### src/rtl/instr_encoder.sv
// -----------------------------------------------------------------------------
// instr_encoder
//
// Packs field-level instruction requests (opcode, rs/rt/rd, func, imm) into
// 16-bit words of the 5-bit-opcode ISA. The words are streamed into instruction
// memory starting at a programmable base address, one 16-bit word per 2-byte
// step. The block flags illegal opcodes, out-of-range immediates and counter
// overflow, and stops cleanly once the HALT word has been written.
//
// Compile-time option:
//   RANGE_CHECK_EN  defined   -> immediates are range-checked and err_code 10
//                                is raised when a value does not fit its field.
//                   undefined -> immediates are truncated to the field width and
//                                err_code 10 is never raised.
//
// Ports:
//   clk        clock
//   rst        synchronous, active-high reset
//   start      1-cycle pulse: load base_addr, clear count/err, enter RUN
//              (ignored while in RUN)
//   base_addr  first write address; bit 0 is forced to 0
//   in_valid   request valid
//   in_ready   request accepted when in_valid & in_ready
//   in_opcode  5-bit opcode
//   in_rs      Rs field (destination register for LBI/SLBI)
//   in_rt      Rt field (R-format only)
//   in_rd      Rd field
//   in_func    R-format function bits
//   in_imm     immediate / displacement, two's complement
//   mem_wr_en  write strobe, held with stable addr/data until mem_ready
//   mem_addr   write byte address
//   mem_data   encoded instruction word
//   mem_ready  memory accepts the write this cycle
//   done       HALT word has been written
//   err        encoding error latched
//   err_code   01 illegal opcode, 10 immediate range, 11 count overflow
//   count      words written since start
// -----------------------------------------------------------------------------
// State table
//   state   | meaning
//   --------+------------------------------------------------------------
//   S_IDLE  | after reset, waiting for start
//   S_RUN   | accepting requests and writing words
//   S_DONE  | HALT word written; waiting for start
//   S_ERR   | encoding error latched in err_code; waiting for start
// -----------------------------------------------------------------------------
module instr_encoder #(
    parameter int ADDR_W = 16,
    parameter int CNT_W  = 12
) (
    input  logic              clk,
    input  logic              rst,
    input  logic              start,
    input  logic [ADDR_W-1:0] base_addr,
    input  logic              in_valid,
    output logic              in_ready,
    input  logic [4:0]        in_opcode,
    input  logic [2:0]        in_rs,
    input  logic [2:0]        in_rt,
    input  logic [2:0]        in_rd,
    input  logic [1:0]        in_func,
    input  logic [15:0]       in_imm,
    output logic              mem_wr_en,
    output logic [ADDR_W-1:0] mem_addr,
    output logic [15:0]       mem_data,
    input  logic              mem_ready,
    output logic              done,
    output logic              err,
    output logic [1:0]        err_code,
    output logic [CNT_W-1:0]  count
);

    typedef enum logic [1:0] {
        S_IDLE = 2'd0,
        S_RUN  = 2'd1,
        S_DONE = 2'd2,
        S_ERR  = 2'd3
    } state_t;

    // Word layout family selected by the opcode.
    typedef enum logic [2:0] {
        FMT_Z  = 3'd0,   // HALT / NOP: operand bits all zero
        FMT_J  = 3'd1,   // [10:0] = imm
        FMT_I2 = 3'd2,   // [10:8] = rs, [7:0] = imm
        FMT_I1 = 3'd3,   // [10:8] = rs, [7:5] = rd, [4:0] = imm
        FMT_R  = 3'd4    // [10:8] = rs, [7:5] = rt, [4:2] = rd, [1:0] = func
    } fmt_t;

    // Legal immediate range for the selected opcode.
    typedef enum logic [2:0] {
        RC_NONE = 3'd0,
        RC_S11  = 3'd1,  // -1024..1023
        RC_S8   = 3'd2,  // -128..127
        RC_U8   = 3'd3,  // 0..255
        RC_S5   = 3'd4,  // -16..15
        RC_U5   = 3'd5,  // 0..31
        RC_U4   = 3'd6   // 0..15
    } rc_t;

    localparam logic [1:0] ERR_NONE    = 2'b00;
    localparam logic [1:0] ERR_ILLEGAL = 2'b01;
    localparam logic [1:0] ERR_RANGE   = 2'b10;
    localparam logic [1:0] ERR_COUNT   = 2'b11;

    state_t         state;
    state_t         state_nxt;
    logic           halt_seen;

    fmt_t           fmt;
    rc_t            rc;
    logic           illegal;
    logic           is_btr;
    logic           is_halt;
    logic           imm_ok;
    logic           range_bad;
    logic           cnt_full;
    logic [1:0]     enc_code;
    logic           enc_err;
    logic [15:0]    word;
    logic [CNT_W:0] cnt_commit;
    logic           accept;
    logic           wr_done;
    logic           start_ok;
    logic           unused_bits;

    // ------------------------------------------------------------------
    // Handshake
    // ------------------------------------------------------------------
    // A new request may be taken while the previous write completes in the
    // same cycle, which gives one word per clock with mem_ready held high.
    assign in_ready = (state == S_RUN) & ~halt_seen & (~mem_wr_en | mem_ready);
    assign accept   = in_valid & in_ready;
    assign wr_done  = mem_wr_en & mem_ready;
    assign start_ok = start & (state != S_RUN);

    assign done     = (state == S_DONE);
    assign err      = (state == S_ERR);

    // ------------------------------------------------------------------
    // Opcode decode
    // ------------------------------------------------------------------
    always_comb begin
        fmt     = FMT_R;
        rc      = RC_NONE;
        illegal = 1'b0;
        casez (in_opcode)
            5'b0000?: fmt = FMT_Z;
            5'b0001?: begin
                fmt     = FMT_Z;
                illegal = 1'b1;
            end
            5'b00100, 5'b00110: begin
                fmt = FMT_J;
                rc  = RC_S11;
            end
            5'b00101, 5'b00111, 5'b011??, 5'b11000: begin
                fmt = FMT_I2;
                rc  = RC_S8;
            end
            5'b10010: begin
                fmt = FMT_I2;
                rc  = RC_U8;
            end
            5'b0100?, 5'b10000, 5'b10001, 5'b10011: begin
                fmt = FMT_I1;
                rc  = RC_S5;
            end
            5'b0101?: begin
                fmt = FMT_I1;
                rc  = RC_U5;
            end
            5'b101??: begin
                fmt = FMT_I1;
                rc  = RC_U4;
            end
            default: begin
                // 11001 (BTR), 1101x, 111xx
                fmt = FMT_R;
                rc  = RC_NONE;
            end
        endcase
    end

    assign is_btr  = (in_opcode == 5'b11001);
    assign is_halt = (in_opcode == 5'b00000);

    // ------------------------------------------------------------------
    // Immediate range check
    // ------------------------------------------------------------------
    // Signed fields fit when every bit above the field's sign bit matches it;
    // unsigned fields fit when every bit above the field is zero.
    always_comb begin
        imm_ok = 1'b1;
        case (rc)
            RC_S11:  imm_ok = (in_imm[15:10] == 6'h00)  || (in_imm[15:10] == 6'h3F);
            RC_S8:   imm_ok = (in_imm[15:7]  == 9'h000) || (in_imm[15:7]  == 9'h1FF);
            RC_U8:   imm_ok = (in_imm[15:8]  == 8'h00);
            RC_S5:   imm_ok = (in_imm[15:4]  == 12'h000) || (in_imm[15:4] == 12'hFFF);
            RC_U5:   imm_ok = (in_imm[15:5]  == 11'h000);
            RC_U4:   imm_ok = (in_imm[15:4]  == 12'h000);
            default: imm_ok = 1'b1;
        endcase
    end

`ifdef RANGE_CHECK_EN
    assign range_bad   = ~imm_ok;
    assign unused_bits = base_addr[0];
`else
    assign range_bad   = 1'b0;
    assign unused_bits = base_addr[0] ^ imm_ok;
`endif

    // ------------------------------------------------------------------
    // Count overflow guard
    // ------------------------------------------------------------------
    // Any write still pending at acceptance completes in the same cycle, so
    // it is already committed. The new word is refused if it would take the
    // counter beyond its all-ones value.
    assign cnt_commit = {1'b0, count} + {{CNT_W{1'b0}}, mem_wr_en};
    assign cnt_full   = (cnt_commit >= {1'b0, {CNT_W{1'b1}}});

    always_comb begin
        enc_code = ERR_NONE;
        if (illegal) begin
            enc_code = ERR_ILLEGAL;
        end else if (range_bad) begin
            enc_code = ERR_RANGE;
        end else if (cnt_full) begin
            enc_code = ERR_COUNT;
        end
    end

    assign enc_err = (enc_code != ERR_NONE);

    // ------------------------------------------------------------------
    // Word packing
    // ------------------------------------------------------------------
    always_comb begin
        word = {in_opcode, 11'b0};
        case (fmt)
            FMT_J:   word[10:0] = in_imm[10:0];
            FMT_I2:  word[10:0] = {in_rs, in_imm[7:0]};
            FMT_I1:  word[10:0] = {in_rs, in_rd, in_imm[4:0]};
            FMT_R: begin
                if (is_btr) begin
                    word[10:0] = {in_rs, 3'b000, in_rd, 2'b00};
                end else begin
                    word[10:0] = {in_rs, in_rt, in_rd, in_func};
                end
            end
            default: word[10:0] = 11'b0;
        endcase
    end

    // ------------------------------------------------------------------
    // FSM
    // ------------------------------------------------------------------
    always_ff @(posedge clk) begin
        if (rst) begin
            state <= S_IDLE;
        end else begin
            state <= state_nxt;
        end
    end

    always_comb begin
        state_nxt = state;
        case (state)
            S_IDLE, S_DONE, S_ERR: begin
                if (start) begin
                    state_nxt = S_RUN;
                end
            end
            S_RUN: begin
                if (accept && enc_err) begin
                    state_nxt = S_ERR;
                end else if (wr_done && halt_seen) begin
                    // the only write outstanding after HALT is HALT itself
                    state_nxt = S_DONE;
                end
            end
            default: state_nxt = S_IDLE;
        endcase
    end

    // ------------------------------------------------------------------
    // Datapath registers
    // ------------------------------------------------------------------
    always_ff @(posedge clk) begin
        if (rst) begin
            mem_wr_en <= 1'b0;
            mem_addr  <= '0;
            mem_data  <= '0;
            count     <= '0;
            err_code  <= ERR_NONE;
            halt_seen <= 1'b0;
        end else if (start_ok) begin
            mem_wr_en <= 1'b0;
            mem_addr  <= {base_addr[ADDR_W-1:1], 1'b0};
            count     <= '0;
            err_code  <= ERR_NONE;
            halt_seen <= 1'b0;
        end else begin
            if (wr_done) begin
                mem_wr_en <= 1'b0;
                mem_addr  <= mem_addr + ADDR_W'(2);
                count     <= count + CNT_W'(1);
            end
            if (accept) begin
                if (enc_err) begin
                    err_code <= enc_code;
                end else begin
                    mem_wr_en <= 1'b1;
                    mem_data  <= word;
                    if (is_halt) begin
                        halt_seen <= 1'b1;
                    end
                end
            end
        end
    end

endmodule

### config.mk
export PLATFORM = sky130hd
export DESIGN_NAME = instr_encoder
export DESIGN_NICKNAME = d
export VERILOG_FILES = /design/src/rtl/instr_encoder.sv
export SDC_FILE = /design/constraint.sdc
export NUM_CORES = 1
export LEC_CHECK = 0
export ABC_AREA = 0
export CAP_MARGIN = 0
export CORE_MARGIN = 10
export CORE_UTILIZATION = 44
export DETAILED_ROUTE_END_ITERATION = 6
export GPL_TIMING_DRIVEN = 0
export PLACE_DENSITY_LB_ADDON = 0.05
export SYNTH_ARGS = -nofsm -noshare
export SYNTH_HDL_FRONTEND = slang
export SYNTH_SLANG_ARGS = --single-unit
### constraint.sdc
create_clock -name clk -period 2.9 [get_ports clk]
set_clock_uncertainty 0.05 [all_clocks]
set_input_delay 0.58 -clock clk [delete_from_list [all_inputs] [get_ports clk]]
set_output_delay 0.58 -clock clk [all_outputs]
set_load 0.01 [all_outputs]
Word level (Yosys, flattened, before mapping)
Cells that the tools add are included.
{ "totals": {"word_cells": 79, "in_bits": 53, "ff_bits": 50, "out_inout_bits": 50} }
{ "op_classes": {"n_mux": 15, "n_bitwise": 10, "n_eq_ne": 25, "n_addsub": 3, "n_reduce_logical": 17, "n_lt_le_gt_ge": 1} }
{ "op_table": {"columns": ["op", "n"], "rows": [
  ["11-bit case mux with 4 select lines", 1],
  ["16-bit two-way mux", 2],
  ["5-bit == test (second input constant)", 6],
  ["5-bit by 3-bit == test with 1-bit output (second input constant)", 4],
  ["16-bit by 2-bit adder with 16-bit output (second input constant)", 1],
  ["12-bit by 1-bit adder with 13-bit output", 1],
  ["13-bit by 12-bit >= comparator with 1-bit output (second input constant)", 1],
  ["12-bit by 1-bit adder with 12-bit output (second input constant)", 1],
  ["3-bit case mux with 4 select lines", 1],
  ["2-bit two-way mux", 5],
  ["3-bit by 2-bit == test with 1-bit output (second input constant)", 3],
  ["4-bit by 3-bit == test with 1-bit output (second input constant)", 2],
  ["8-bit two-way mux", 1],
  ["3-bit == test (second input constant)", 2],
  ["3-bit AND reduction", 2],
  ["2-bit OR reduction", 3],
  ["6-bit OR reduction", 1],
  ["1-bit AND", 5],
  ["5-bit logical NOT", 1],
  ["5-bit OR reduction", 1],
  ["2-bit == test (second input constant)", 2],
  ["4-bit by 1-bit == test with 1-bit output (second input constant)", 1],
  ["4-bit logical NOT", 1],
  ["1-bit two-way mux", 4],
  ["13 further kinds", 19]
]} }

Longest topological paths before layout
{ "logic_depth": {"depth_word": 8, "ltp_mapped": 10, "mapped_depth_nobuf": 8} }

Worst setup path after synthesis
Ideal clock, no wire load.
{ "synth_timing": {"kind": "register to register", "from": "register count[0]", "to": "register mem_data[10]", "path_buffers": 2, "path_stages_with_launch": 11, "t_arrival_ns": 2.168, "required_ns": 2.713, "period_less_slack_ns": 2.355, "setup_time_ns": 0.137, "setup_slack_ns": 0.545, "cell_sequence": "dfxtp_1 ha_1 ha_1 inv_1 or4_1 nor2b_4 o31a_1 buf_6 buf_12 a21oi_2 a211oi_2"} }
{ "synth_between": {"elab_chain_cells": 7} }
{ "synth_lines": {"columns": ["item", "line_no", "rtl"], "rows": [
  ["start: declaration", "70", "output logic [CNT_W-1:0] count"],
  ["start signal: assignment", "307", "count <= count + CNT_W'(1);"],
  ["12-bit by 1-bit adder with 13-bit output", "219", "assign cnt_commit = {1'b0, count} + {{CNT_W{1'b0}}, mem_wr_en};"],
  ["13-bit by 12-bit >= comparator with 1-bit output", "220", "assign cnt_full = (cnt_commit >= {1'b0, {CNT_W{1'b1}}});"],
  ["2-bit two-way mux", "228", "end else if (cnt_full) begin"],
  ["2-bit two-way mux", "224", "if (illegal) begin"],
  ["2-bit nonzero test", "233", "assign enc_err = (enc_code != ERR_NONE);"],
  ["1-bit NOT (no source line)", null, null],
  ["3-bit AND reduction (no source line)", null, null],
  ["end signal: assignment", "314", "mem_data <= word;"],
  ["end: declaration", "65", "output logic [15:0] mem_data,"]
]} }
Every way passes these cells.
A chain may end at the register's enable or synchronous reset.

Final worst setup path
{ "layout_timing": {"from": "input port mem_ready", "to": "output port in_ready"} }
{ "layout_between": {"elab_chain_cells": 2} }
{ "layout_lines": {"columns": ["item", "line_no", "rtl"], "rows": [
  ["start: declaration", "66", "input logic mem_ready,"],
  ["1-bit bitwise OR", "131", "assign in_ready = (state == S_RUN) & ~halt_seen & (~mem_wr_en | mem_ready);"],
  ["1-bit AND", "131", null],
  ["end: declaration", "56", "output logic in_ready,"]
]} }
Every way passes these cells.

==> impl_metrics.env <==
export IMPL_status="finished clean"
export IMPL_met3_length_um=475
export IMPL_worstHoldStart="err_code[0]"
export IMPL_drive_gt1_share_pct=9.512
export IMPL_dr_pass1_iters=4
export IMPL_grt_ovfl_total=0
export IMPL_synth_compound_area_share_pct=26.13
export IMPL_async_flop_share_pct=0
export IMPL_synth_simple_gate_area_share_pct=20.73
export IMPL_peakVddDrop_uv=289.1
export IMPL_worstHoldPathType="flop to flop"
export IMPL_cp_max_fo=3
export IMPL_layout_commonest_cell="clkdlybuf4s50_1"
export IMPL_synthesis_instances=309
export IMPL_cap_viol_max_count=0
export IMPL_most_common_layout_cells="clkdlybuf4s50_1 (93), dfxtp_1 (49), nor2_1 (41), a21oi_1 (19), a211oi_1 (17)"
export IMPL_synthMuxAreaShare_pct=0.7438
export IMPL_grt_pass1_vias=2529
export IMPL_synth_fp_nets=367
export IMPL_tritoncts="built"
export IMPL_hold_violations=0
export IMPL_worstSetupStartpoint="mem_ready"
export IMPL_wl_per_cell_um=16.74
export IMPL_grt_usage_pct=15.70
export IMPL_cts_num_sinks=49
export IMPL_die_area_um2=9645
export IMPL_cts_root_buf="clkbuf_8"
export IMPL_routed_wl_met2_um=3748
export IMPL_cp_end_kind="primary output"
export IMPL_synth_cell_types=53
export IMPL_syn_area_um2=2691
export IMPL_fin_util_pct=64.48
export IMPL_r2r_start="count[0]"
export IMPL_post_cts_setup_buffers=0
export IMPL_synth_xor_area_share_pct=8.461
export IMPL_slew_viol_final=0
export IMPL_cts_resized=0
export IMPL_ys_flop_type="dfxtp_1"
export IMPL_core_um2=5921
export IMPL_dpl_hpwl_um=6174
export IMPL_worstPathArrival_ns=2.13
export IMPL_n_antenna_cell=0
export IMPL_fillers=541
export IMPL_gp_congestion=0.8114
export IMPL_multi_input_area_um2=1575
export IMPL_synthAdderAreaFrac_pct=2.325
export IMPL_setup_viol=0
export IMPL_start_util_pct=45.46
export IMPL_antenna_found_initial=0
export IMPL_tns_ns=0
export IMPL_boundaryPins=103
export IMPL_ff_latch_area_um2=980.9
export IMPL_nets=467
export IMPL_power_density_nw_per_um2=388.1
export IMPL_topRoutingLayerUsed="met4"
export IMPL_crit_path_start_kind="primary input"
export IMPL_synth_edf_count=0
export IMPL_synth_yosys_warnings=0
export IMPL_drt_vias_per_instance=5.485
export IMPL_cts_buffer_depth=2
export IMPL_power_leakage_uw=0.001285
export IMPL_ant_nets=0
export IMPL_port_buffers=93
export IMPL_route_detailed_drc=0
export IMPL_hold_buffers=0
export IMPL_drt_total_wl_um=8119
export IMPL_layout_area_overhead_vs_synth_pct=41.84
export IMPL_grt_setup_unrepaired="no"
export IMPL_min_period_ns=2.762
export IMPL_fp_dieW_um=98.21
export IMPL_met1Wirelength_um=3802
export IMPL_insertion_delay_ns=0.30
export IMPL_critical_path_class="primary input to primary output"
export IMPL_num_rows=28
export IMPL_grt_max_degree=15
export IMPL_worst_pin_slew_ns=0.5850
export IMPL_synth_top_family_by_area="compound AO/OA/AOI/OAI gates"
export IMPL_drtIter0Drc=127
export IMPL_path_clk_slew_ns=0.09
export IMPL_grt_first_pass_wirelength_um=13010
export IMPL_ys_ff_latch=49
export IMPL_vias=2660
export IMPL_timing_final_crit_share_pct=95.24
export IMPL_cts_htree_levels=2
export IMPL_dieHeight_um=98.21
export IMPL_yosysSeqAreaShare_pct=36.45
export IMPL_avgSynthCellArea_um2=8.710
export IMPL_clock_fmax_mhz=362.1
export IMPL_crit_required_ns=2.27
export IMPL_slew_headroom_pct=61.00
export IMPL_cts_inserted_buffers=5
==> where the power goes <==
part           leakage, µW  internal, µW  switching [µW]
registers         0.000401           704            27.9
clock network    0.0000542           216             238
logic             0.000831           163             133
total              0.00129          1080             398
==> cell usage after synthesis, types with 5 or more instances <==
cell,instances,area share (%)
o21ai_0,9,1.7
nand2b_1,5,1.2
xnor2_1,11,3.6
a211oi_2,10,4.6
dfxtp_1,49,36
nand2_1,15,2.1
ha_1,5,2.3
a211oi_1,17,4.7
xor2_1,15,4.9
nand3_1,13,2.4
nor2_1,41,5.7
and3_1,5,1.2
clkbuf_1,14,2.0
a21oi_1,19,3.5
nand4_1,8,1.9
a22oi_1,8,2.2
==> critical path, stage by stage <==
cell	delay, ns
clkdlybuf4s50_1	0.49
nor2b_1	0.07
nor3_1	0.36
clkdlybuf4s50_1	0.63
==> layout make-up <==
class                      count  area share, %
timing repair buffer          93          24.39
clock inverter                 1         0.1311
inverter                       4         0.3933
multi-input combinational    235          41.27
tap                           75          2.458
clock buffer                   7          2.524
buffer                        21          3.147
sequential                    49          25.70
==> per-stage QoR <==
| step | total power, µW | hold WS, ns | worst slack, ns | instances | area (µm²) |
|---|---|---|---|---|---|
| 2_1_floorplan | 881.1 | 0.4218 | 0.5452 | 309 | 2691 |
| 3_3_place_gp | 1042 | 0.3994 | 0.1897 | 477 | 3716 |
| 3_5_place_dp | 1045 | 0.4089 | 0.1680 | 477 | 3716 |
| 4_1_cts | 1498 | 0.4311 | 0.1680 | 485 | 3817 |
| 5_1_grt | 1548 | 0.4443 | 0.1232 | 485 | 3817 |
| 6_report | 1482 | 0.4228 | 0.1379 | 485 | 3817 |
==> worst paths after layout <==
path	endpoint	cells after the start	slack, ns
hold reg to reg	err_code[0]	2	0.42
setup / recovery	in_ready	4	0.14
hold / removal	err_code[0]	2	0.42
setup reg to reg	mem_data[8]	10	0.35
==> sequential cells by signal (all words and copies together), names as in the netlist <==
| signal | count |
|---|---|
| mem_wr_en | 1 |
| state | 2 |
| count | 12 |
| halt_seen | 1 |
| mem_addr | 15 |
| mem_data | 16 |
| err_code | 2 |
==> routing by layer <==
layer	up-vias	GRT usage, %
met3	9	4.158
met5	-	0
met4	0	5.182
li1	1324	-
met2	82	24.57
met1	1245	20.40
==> cells by family (layout without fill, tap and decap cells) <==
logic type      count (synthesis)  count (layout)
simple gates                  111             111
compound gates                 90              90
flops                          49              49
xor+xnor                       26              26
buf+inv                        25             126
fa+ha+maj                       5               5
mux                             2               2
other cells                     1               1
Note: power is estimated with default switching activity, not from simulation.
